`src/rtl/uart_echo_fifo_pkg.sv`:
```
// uart_echo_fifo_pkg
//   Shared definitions for the serial echo path: RX/TX state encodings,
//   counter-width helper and default bit-period dividers for a 48 MHz mclk.
package uart_echo_fifo_pkg;

    // mclk cycles per bit at 48 MHz
    localparam int CLK_DIV_48M_1M = 48;
    localparam int CLK_DIV_48M_3M = 16;

    localparam logic [2:0] RX_IDLE      = 3'd0;
    localparam logic [2:0] RX_START     = 3'd1;
    localparam logic [2:0] RX_DATA      = 3'd2;
    localparam logic [2:0] RX_STOP      = 3'd3;
    localparam logic [2:0] RX_WAIT_HIGH = 3'd4;

    localparam logic [1:0] TX_IDLE  = 2'd0;
    localparam logic [1:0] TX_START = 2'd1;
    localparam logic [1:0] TX_DATA  = 2'd2;
    localparam logic [1:0] TX_STOP  = 2'd3;

    // Width of a counter that must hold 0..n-1.
    function automatic int cnt_width(input int n);
        return (n < 2) ? 1 : $clog2(n);
    endfunction

endpackage

```
`src/rtl/uart_echo_fifo_sync_fifo.sv`:
```
// sync_fifo
//   Single-clock FIFO with show-ahead output. Pointers carry one extra wrap
//   bit so full/empty come from the MSB comparison and level = wptr - rptr.
// Ports:
//   clk, rst     clock, asynchronous active-high reset (empties the FIFO)
//   wr_en, din   push request / data
//   rd_en, dout  pop request / head data (valid while !empty)
//   full, empty  status
//   level        occupancy 0..DEPTH
module sync_fifo #(
    parameter int WIDTH = 8,
    parameter int DEPTH = 16
) (
    input  logic                     clk,
    input  logic                     rst,
    input  logic                     wr_en,
    input  logic [WIDTH-1:0]         din,
    input  logic                     rd_en,
    output logic [WIDTH-1:0]         dout,
    output logic                     full,
    output logic                     empty,
    output logic [$clog2(DEPTH):0]   level
);
    localparam int AW = $clog2(DEPTH);
    localparam logic [AW:0] PTR_ONE = (AW+1)'(1);

    logic [WIDTH-1:0] r_mem [DEPTH];
    logic [AW:0]      r_wptr;
    logic [AW:0]      r_rptr;
    logic             w_bypass;
    logic             w_do_wr;
    logic             w_do_rd;

    assign empty = (r_wptr == r_rptr);
    assign full  = (r_wptr[AW] != r_rptr[AW]) && (r_wptr[AW-1:0] == r_rptr[AW-1:0]);
    assign level = r_wptr - r_rptr;

    // Push+pop on an empty FIFO passes din straight through; on a full FIFO
    // the write lands in the slot being vacated. Either way level holds.
    assign w_bypass = empty && wr_en && rd_en;
    assign w_do_wr  = wr_en && (!full || rd_en) && !w_bypass;
    assign w_do_rd  = rd_en && !empty;
    assign dout     = w_bypass ? din : r_mem[r_rptr[AW-1:0]];

    always_ff @(posedge clk or posedge rst) begin
        if (rst) begin
            r_wptr <= '0;
            r_rptr <= '0;
        end else begin
            if (w_do_wr) r_wptr <= r_wptr + PTR_ONE;
            if (w_do_rd) r_rptr <= r_rptr + PTR_ONE;
        end
    end

    always_ff @(posedge clk) begin
        if (w_do_wr) r_mem[r_wptr[AW-1:0]] <= din;
    end

endmodule

```
`src/rtl/uart_echo_fifo.sv`:
```
// uart_echo_fifo
//   UART receiver + TX FIFO + transmitter with internal bit timing from mclk.
//   Valid received characters are optionally echoed through the FIFO; local
//   logic may also inject characters. Errors are sticky until clear_errors.
// Ports:
//   mclk, reset            clock, asynchronous active-high reset
//   serial_rx / serial_tx  FTDI serial lines (idle high)
//   echo_en                push each valid RX character into the FIFO
//   rx_data, rx_strobe     last received character, one-cycle update pulse
//   tx_data, tx_strobe     local push request; tx_ready = accepted this cycle
//   fifo_level             FIFO occupancy
//   overflow, frame_error  sticky error flags; clear_errors clears both
module uart_echo_fifo
    import uart_echo_fifo_pkg::*;
#(
    parameter int CLK_DIV    = CLK_DIV_48M_1M,
    parameter int DATA_BITS  = 8,
    parameter int FIFO_DEPTH = 16,
    parameter int STOP_BITS  = 1
) (
    input  logic                          mclk,
    input  logic                          reset,
    input  logic                          serial_rx,
    output logic                          serial_tx,
    input  logic                          echo_en,
    output logic [DATA_BITS-1:0]          rx_data,
    output logic                          rx_strobe,
    input  logic [DATA_BITS-1:0]          tx_data,
    input  logic                          tx_strobe,
    output logic                          tx_ready,
    output logic [$clog2(FIFO_DEPTH):0]   fifo_level,
    output logic                          overflow,
    output logic                          frame_error,
    input  logic                          clear_errors
);
    localparam int CW = cnt_width(CLK_DIV * STOP_BITS);
    localparam int BW = cnt_width(DATA_BITS);
    localparam logic [CW-1:0] HALF_M1  = CW'(CLK_DIV/2 - 1);
    localparam logic [CW-1:0] BIT_M1   = CW'(CLK_DIV - 1);
    localparam logic [CW-1:0] STOP_M1  = CW'(CLK_DIV*STOP_BITS - 1);
    localparam logic [CW-1:0] CNT_ONE  = CW'(1);
    localparam logic [BW-1:0] LAST_BIT = BW'(DATA_BITS - 1);
    localparam logic [BW-1:0] BIT_ONE  = BW'(1);

    // ---------------- receiver ----------------
    logic                 r_rx_s1, r_rx_s2, r_rx_prev;
    logic [2:0]           r_rx_state;
    logic [CW-1:0]        r_rx_cnt;
    logic [BW-1:0]        r_rx_bit;
    logic [DATA_BITS-1:0] r_rx_shift;
    logic [DATA_BITS-1:0] r_rx_data;
    logic                 r_rx_strobe;
    logic                 w_fe_set;

    assign w_fe_set = (r_rx_state == RX_STOP) && (r_rx_cnt == BIT_M1) && !r_rx_s2;

    always_ff @(posedge mclk or posedge reset) begin
        if (reset) begin
            r_rx_s1     <= 1'b1;
            r_rx_s2     <= 1'b1;
            r_rx_prev   <= 1'b1;
            r_rx_state  <= RX_IDLE;
            r_rx_cnt    <= '0;
            r_rx_bit    <= '0;
            r_rx_shift  <= '0;
            r_rx_data   <= '0;
            r_rx_strobe <= 1'b0;
        end else begin
            r_rx_s1     <= serial_rx;
            r_rx_s2     <= r_rx_s1;
            r_rx_prev   <= r_rx_s2;
            r_rx_strobe <= 1'b0;
            case (r_rx_state)
                RX_IDLE: begin
                    // falling edge, not a held-low level
                    if (r_rx_prev && !r_rx_s2) begin
                        r_rx_state <= RX_START;
                        r_rx_cnt   <= '0;
                    end
                end
                RX_START: begin
                    if (r_rx_cnt == HALF_M1) begin
                        r_rx_cnt   <= '0;
                        r_rx_bit   <= '0;
                        r_rx_state <= r_rx_s2 ? RX_IDLE : RX_DATA;
                    end else begin
                        r_rx_cnt <= r_rx_cnt + CNT_ONE;
                    end
                end
                RX_DATA: begin
                    if (r_rx_cnt == BIT_M1) begin
                        r_rx_cnt   <= '0;
                        r_rx_shift <= {r_rx_s2, r_rx_shift[DATA_BITS-1:1]};
                        if (r_rx_bit == LAST_BIT) r_rx_state <= RX_STOP;
                        else                      r_rx_bit   <= r_rx_bit + BIT_ONE;
                    end else begin
                        r_rx_cnt <= r_rx_cnt + CNT_ONE;
                    end
                end
                RX_STOP: begin
                    if (r_rx_cnt == BIT_M1) begin
                        r_rx_cnt <= '0;
                        if (r_rx_s2) begin
                            r_rx_data   <= r_rx_shift;
                            r_rx_strobe <= 1'b1;
                            r_rx_state  <= RX_IDLE;
                        end else begin
                            r_rx_state  <= RX_WAIT_HIGH;
                        end
                    end else begin
                        r_rx_cnt <= r_rx_cnt + CNT_ONE;
                    end
                end
                RX_WAIT_HIGH: begin
                    if (r_rx_s2) r_rx_state <= RX_IDLE;
                end
                default: r_rx_state <= RX_IDLE;
            endcase
        end
    end

    // ---------------- FIFO push arbitration ----------------
    logic                 w_full, w_empty;
    logic                 w_echo, w_local, w_wr_en, w_rd_en;
    logic [DATA_BITS-1:0] w_din, w_dout;

    assign w_echo   = r_rx_strobe && echo_en;
    assign tx_ready = !w_full && !w_echo;
    assign w_local  = tx_strobe && tx_ready;
    assign w_wr_en  = (w_echo && !w_full) || w_local;
    assign w_din    = w_echo ? r_rx_data : tx_data;

    sync_fifo #(
        .WIDTH (DATA_BITS),
        .DEPTH (FIFO_DEPTH)
    ) u_fifo (
        .clk   (mclk),
        .rst   (reset),
        .wr_en (w_wr_en),
        .din   (w_din),
        .rd_en (w_rd_en),
        .dout  (w_dout),
        .full  (w_full),
        .empty (w_empty),
        .level (fifo_level)
    );

    // ---------------- sticky errors (set beats clear) ----------------
    logic r_overflow, r_frame_error;

    always_ff @(posedge mclk or posedge reset) begin
        if (reset) begin
            r_overflow    <= 1'b0;
            r_frame_error <= 1'b0;
        end else begin
            if (w_echo && w_full)  r_overflow <= 1'b1;
            else if (clear_errors) r_overflow <= 1'b0;
            if (w_fe_set)          r_frame_error <= 1'b1;
            else if (clear_errors) r_frame_error <= 1'b0;
        end
    end

    // ---------------- transmitter ----------------
    logic [1:0]           r_tx_state;
    logic [CW-1:0]        r_tx_cnt;
    logic [BW-1:0]        r_tx_bit;
    logic [DATA_BITS-1:0] r_tx_shift;
    logic                 r_tx;

    assign w_rd_en = (r_tx_state == TX_IDLE) && !w_empty;

    always_ff @(posedge mclk or posedge reset) begin
        if (reset) begin
            r_tx_state <= TX_IDLE;
            r_tx_cnt   <= '0;
            r_tx_bit   <= '0;
            r_tx_shift <= '0;
            r_tx       <= 1'b1;
        end else begin
            case (r_tx_state)
                TX_IDLE: begin
                    if (!w_empty) begin
                        r_tx_shift <= w_dout;
                        r_tx       <= 1'b0;
                        r_tx_cnt   <= '0;
                        r_tx_state <= TX_START;
                    end
                end
                TX_START: begin
                    if (r_tx_cnt == BIT_M1) begin
                        r_tx_cnt   <= '0;
                        r_tx_bit   <= '0;
                        r_tx       <= r_tx_shift[0];
                        r_tx_shift <= {1'b0, r_tx_shift[DATA_BITS-1:1]};
                        r_tx_state <= TX_DATA;
                    end else begin
                        r_tx_cnt <= r_tx_cnt + CNT_ONE;
                    end
                end
                TX_DATA: begin
                    if (r_tx_cnt == BIT_M1) begin
                        r_tx_cnt <= '0;
                        if (r_tx_bit == LAST_BIT) begin
                            r_tx       <= 1'b1;
                            r_tx_state <= TX_STOP;
                        end else begin
                            r_tx_bit   <= r_tx_bit + BIT_ONE;
                            r_tx       <= r_tx_shift[0];
                            r_tx_shift <= {1'b0, r_tx_shift[DATA_BITS-1:1]};
                        end
                    end else begin
                        r_tx_cnt <= r_tx_cnt + CNT_ONE;
                    end
                end
                TX_STOP: begin
                    if (r_tx_cnt == STOP_M1) begin
                        r_tx_cnt   <= '0;
                        r_tx_state <= TX_IDLE;
                    end else begin
                        r_tx_cnt <= r_tx_cnt + CNT_ONE;
                    end
                end
                default: r_tx_state <= TX_IDLE;
            endcase
        end
    end

    assign serial_tx   = r_tx;
    assign rx_data     = r_rx_data;
    assign rx_strobe   = r_rx_strobe;
    assign overflow    = r_overflow;
    assign frame_error = r_frame_error;

endmodule

```
`config.mk`:
```
export PLATFORM = sky130hd
export DESIGN_NAME = uart_echo_fifo
export DESIGN_NICKNAME = d
export VERILOG_FILES = /design/src/rtl/uart_echo_fifo_pkg.sv /design/src/rtl/uart_echo_fifo_sync_fifo.sv /design/src/rtl/uart_echo_fifo.sv
export SDC_FILE = /design/constraint.sdc
export NUM_CORES = 1
export LEC_CHECK = 0
export CORE_MARGIN = 5
export CORE_UTILIZATION = 35
export DETAILED_ROUTE_END_ITERATION = 10
export MAX_ROUTING_LAYER = met4
export PLACE_DENSITY = 0.62
export SLEW_MARGIN = 30
export SYNTH_ARGS = -nofsm -noshare
export SYNTH_HDL_FRONTEND = slang
export SYNTH_SLANG_ARGS = --single-unit
```
`constraint.sdc`:
```
create_clock -name mclk -period 2.6 [get_ports mclk]
set_input_delay 0.65 -clock mclk [delete_from_list [all_inputs] [get_ports mclk]]
set_output_delay 0.65 -clock mclk [all_outputs]
set_load 0.05 [all_outputs]
```
* After elaboration in Yosys (flattened, before gate mapping)
Memory sizes are Yosys's and may differ from the RTL's. Cells that the tools add are included. Widths: inputs -> output; s select.
Word-level totals: memories 1, output and inout port bits 18, register bits after elaboration 64, bits in writable memories 128, word-level logic and storage cells 145
Operators by class: $add $sub $neg 7, reductions and logical operators 41, multiplexer cells 50, equal/unequal tests 28
Memory list:
- u_fifo.r_mem | words 16, bits a word 8, rd ports 1, clocked after Yosys merged registers in 0, wr ports 1, RTL line uart_echo_fifo_sync_fifo.sv:27 | logic [WIDTH-1:0] r_mem [DEPTH];
Operators with widths (count):
- $mux 8 | 6
- $mux 3 | 13
- $mux 6 | 5
- $ne 2x2->1 const B | 12
- $pmux 8 s3 | 1
- $pmux 6 s3 | 1
- $logic_and 1x1->1 | 15
- $pmux 3 s5 | 1
- $add 6x1->6 const B | 2
- $eq 6x6->1 const B | 2
- $mux 1 | 12
- $mux 2 | 6
- $pmux 3 s2 | 2
- $pmux 6 s2 | 1
- $reduce_and 4->1 | 3
- $add 5x1->5 const B | 2
- $reduce_and 5->1 | 2
- $eq 3x3->1 const B | 3
- $pmux 2 s4 | 1
- $reduce_bool 2->1 | 4
- $add 3x1->3 const B | 2
- $eq 3x2->1 const B | 2
- $eq 6x5->1 const B | 1
- $reduce_and 6->1 | 1
- other kinds (18) | 26

* Depth between registers and ports, before layout
depth after elaboration 12, depth in mapped cells 10, mapped depth without buffers 7

* By module
A second synthesis with hierarchy kept.
Unflattened totals: cell total of the unflattened synthesis 542, area, all modules 8480.6 µm²
Modules (own cells, without submodules):
- sync_fifo | instances 1, cells each 300, area each 5761.8 µm², sequential area each 4093.9 µm²
- uart_echo_fifo | instances 1, cells each 242, area each 2718.9 µm², sequential area each 1356.3 µm²

* Worst setup path before layout
Ideal clock, no wire load.
path kind register to register, start point register u_fifo.r_rptr[3], end point memory u_fifo.r_mem[3][0], enable pin, path slack -238 ps, clock period less this slack 2838 ps, library setup time 383 ps, arrival 2455 ps, cell stages (with the launch flop) 8, path buffers 1, path through dfrtp_1 -> clkbuf_1 -> inv_1 -> ha_1 -> and4_1 -> a21oi_1 -> nand2_1 -> nor3_1
Between the ends: cells in the longest elaborated chain, start to end 12, elaborated cells between the ends (all ways) 18, classes of those cells eq/ne (2); mux (2); reduce/logical (14)
RTL lines:
- start, declared | RTL line uart_echo_fifo_sync_fifo.sv:29 | logic [AW:0] r_rptr;
- start signal, assigned | RTL line uart_echo_fifo_sync_fifo.sv:51 | if (w_do_rd) r_rptr <= r_rptr + PTR_ONE;
- $eq 4x4->1 | RTL line uart_echo_fifo_sync_fifo.sv:35 | assign full = (r_wptr[AW] != r_rptr[AW]) && (r_wptr[AW-1:0] == r_rptr[AW-1:0]);
- $logic_and 1x1->1 | RTL line uart_echo_fifo_sync_fifo.sv:35
- $logic_not 1->1 | RTL line uart_echo_fifo_sync_fifo.sv:41, uart_echo_fifo.sv:128, uart_echo_fifo.sv:130
- $logic_and 1x1->1 | RTL line uart_echo_fifo.sv:128 | assign tx_ready = !w_full && !w_echo;
- $logic_and 1x1->1 | RTL line uart_echo_fifo.sv:129 | assign w_local = tx_strobe && tx_ready;
- $logic_or 1x1->1 | RTL line uart_echo_fifo.sv:130 | assign w_wr_en = (w_echo && !w_full) || w_local;
- $logic_and 1x1->1 (2 in a row) | RTL line uart_echo_fifo_sync_fifo.sv:40 | assign w_bypass = empty && wr_en && rd_en;
- $logic_not 1->1 | RTL line uart_echo_fifo_sync_fifo.sv:41 | assign w_do_wr = wr_en && (!full || rd_en) && !w_bypass;
- $logic_and 1x1->1 * | RTL line uart_echo_fifo_sync_fifo.sv:41
- $mux 1 * | RTL line uart_echo_fifo_sync_fifo.sv:56 | if (w_do_wr) r_mem[r_wptr[AW-1:0]] <= din;
- $mux 1 (not written as such) * | RTL line uart_echo_fifo_sync_fifo.sv:56
- end, declared | RTL line uart_echo_fifo_sync_fifo.sv:27
Every way passes the cells marked *; elsewhere a longest branch is shown, timed or not.

* Worst setup path after layout
start point register u_fifo.r_rptr[1], end point output port fifo_level[4]
Between the ends: cells in the longest elaborated chain, start to end 1
RTL lines:
- $sub 5x5->5 | RTL line uart_echo_fifo_sync_fifo.sv:36 | assign level = r_wptr - r_rptr;
- end, declared | RTL line uart_echo_fifo.sv:31 | output logic [$clog2(FIFO_DEPTH):0] fifo_level,
No other way between the ends.

==> metrics.txt <==
Final ANT Viol Nets 0; # DRC 0; Adder-Cell Fraction of Synth Area 0.03271; CP Max Fanout 7; die area 0.02678 sq mm; sw frac 0.3521; endpoints failing setup 1; launch point of the worst hold path r_rx_s1; Ports 32; reg-to-reg startpoint u_fifo.r_rptr[0]; top_reg_cell synth edfxtp_1; Max-cap violations 0; crit share post-route 1.021; Crit Path Category flop to output port; Total Routed Length 17.31 mm; largest net degree at the start of global routing 48; Skew-Pair Late Insertion Delay ~0.43 ns; share of post-route cells with drive strength above 1 0.2524; nets 640; clock network power share 0.235; final worst slack -0.05550 ns; HPWL Detailed 11.59 mm; Die Ht 163.6 microns; ant diodes 0; failing checks setup timing; Least-Margin Pin Slew 0.6876 ns; gpl congestion 0.8054; initial antenna violation count 0; RSZ-0062 raised after global routing true; CP max-delay cell dfrtp_1; post-synthesis cell area 0.008262 sq mm; CP startpoint kind flop; vias in the first global route 4936; Final Slew Violations 0; WP data arrival roughly 2 ns; Via density 5.067; peak supply drop 870.2 uV; Filler Cell Count 2079; mux share of post-synthesis cell area 0.1389; Yosys reg bits 192; Flop pwr share 0.338; wire per inst around 18 microns; Post-synth ARST share 0.3333; Syn-to-layout area delta 20.64%; max_slew headroom 0.5399; CTS root buf clkbuf_16; critical path required time approximately 2 ns; Yosys top cell area share 0.4652; Avg Inst Size Synth 15.33 sq um; placement row count 56; Fin. Hold Viols 0; Hold Worst Slack 0.3569 ns; Starting DRT DRC Count 403; placed inst area 0.009213 sq mm; list of most frequent post-synthesis cells edfxtp_1, dfrtp_1, nand2_1; start point of the critical path u_fifo.r_rptr[1]; total CTS buffers 17; syn nets 574; largest family of logic cells by synthesized area multiplexers; internal power about 7.6 mW; PD cells about 1200 mW/mm^2; Reg clk slew, reported paths 0.08 ns; post-layout min period 2.656 ns; Synth Area in Compound Gates 0.06436; gr usage total 0.1402; most instantiated library cell after synthesis edfxtp_1; Lkg Pwr 3.777 nW; Vias 4748; Max Buffers Root-to-Sink 2; first-pass GRT wire length 27.79 mm; Max Fclk 376.6 MHz; fin area 0.009967 sq mm; hold_buf cts 0; synth top area cells edfxtp_1, dfrtp_1, mux4_2; Synth area leader edfxtp_1; number of synthesized flops with an enable pin 128; CP endpoint kind output port; quantity of I/O buffers inserted on ports 31; CP peak stage delay 0.42 ns; TritonCTS clock tree yes; Initial Util 0.3541; Syn Inst Count ~540; register area share after synthesis 0.6597; yosys warns 0; hold crit path type flop to flop; status finished, violations left; Core Area 0.02333 sq mm; Layout Skew 0.01335 ns; XOR/XNOR Fraction of Synth Area 0.01378; net load switching power between 4 and 5 mW; Sink Count between 150 and 200; H-tree depth 4; Unique masters post-synth 56; CP delay by family, top flip-flops; Die X 163.6 microns; simple-gate share of the synthesized area 0.06755; total gr overflow 0; Worst Path Buf+Inv 3; drt pass-1 iters 5; Comb pwr share 0.427; CP cell instances buf_6 -> fa_2 -> inv_1 -> a21o_1 -> a21oi_2 -> xnor2_2 -> buf_12
[flip-flops by register name, indices dropped and copies added (netlist names), 2 cells and up]
signal / flops
r_rx_bit: 3
r_rx_cnt: 6
r_rx_shift: 8
r_rx_state: 3
r_tx_bit: 3
r_tx_cnt: 6
r_tx_shift: 8
r_tx_state: 2
rx_data: 8
u_fifo.r_mem: 128
u_fifo.r_rptr: 5
u_fifo.r_wptr: 5
[power by group through the flow]
stage	Sequential, mW	Combinational (mW)	Clock [mW]
6_report	3.95	4.99	2.75
5_1_grt	3.99	5.37	2.93
4_1_cts	3.95	4.90	2.81
3_5_place_dp	4.01	4.72	0
3_3_place_gp	3.99	4.65	0
2_1_floorplan	3.97	3.14	0
[final timing paths]
check	end	slack [ns]	cells after the start
worst max-delay path	fifo_level[4]	-0.06	7
worst min-delay path	r_rx_s2	0.36	0
worst max register to register	r_tx_shift[6]	0.31	6
worst min register to register	r_rx_s2	0.36	0
max in group asynchronous	serial_tx	1.41	3
min in group asynchronous	u_fifo.r_rptr[1]	0.52	2
[layout make-up]
| class | count | area (sq um) | share of cell area |
|---|---|---|---|
| clock buffers | 17 | 425.4 | 0.04268 |
| clock inverters | 15 | 227.7 | 0.02285 |
| inverters | 24 | 90.09 | 0.009038 |
| multi-input cells | 304 | 2699 | 0.2708 |
| flip-flops and latches | 192 | 5451 | 0.5469 |
| well taps | 319 | 399.1 | 0.04005 |
| repair buffers | 66 | 674.4 | 0.06766 |
[cell usage in the layout, fill, tap and decap left out, types with 4 or more instances in the layout]
cell             synthesis  final
nand3_1                  8      8
dfstp_2                  4      4
a2111oi_0                4      4
o221ai_1                 7      7
buf_4                    2     32
a22oi_1                  6      6
a21oi_1                 18     16
a2bb2oi_1                6      6
dfrtp_1                 60     59
clkdlybuf4s50_1          0     25
o21ai_0                 17     17
nor2_1                  26     24
nand2b_1                 4      4
xnor2_1                 10      9
a21o_1                   5      5
and3_1                   5      5
inv_1                   24     20
buf_12                   0      7
mux2_2                  28     28
nor3_1                  11      9
mux2_4                   7      7
clkbuf_16                0     17
mux4_2                  22     22
mux2i_1                 22     22
ha_1                    20     17
clkinv_8                 0      7
nor2b_1                  6      6
inv_2                    0      4
edfxtp_1               128    128
nand2_1                 32     31
[layer usage]
layer,wire [microns],track usage
met5,0,-
met4,138,0.03317
met3,680,0.02549
met2,8765,0.2292
met1,7724,0.1833
[kinds of logic (layout without fill, tap and decap cells)]
group,after synthesis,after routing
mux,80,80
flops,192,192
fa+ha+maj,21,21
buf+inv,43,122
xor+xnor,13,13
simple gates,112,112
compound gates,78,78
[repair_timing]
action	in CTS	in global routing
setup endpoints to repair	5	4
setup buffers	4	0
pin swaps	2	2
gates resized for setup	11	5
[stage by stage]
step	setup slack [ns]	power, mW	TNS [ns]	cells	utilization
2_1_floorplan	-0.1946	7.107	-3.802	539	-
5_1_grt	-0.1388	12.29	-0.2159	937	0.4272
6_report	-0.05550	11.69	-0.05550	937	0.4272
4_1_cts	-0.09975	11.66	-0.09975	937	0.4264
3_5_place_dp	0.1430	8.728	0	901	0.3948
3_3_place_gp	0.1999	8.640	0	901	0.3948
No activity file was read; power rests on OpenSTA's default activity.
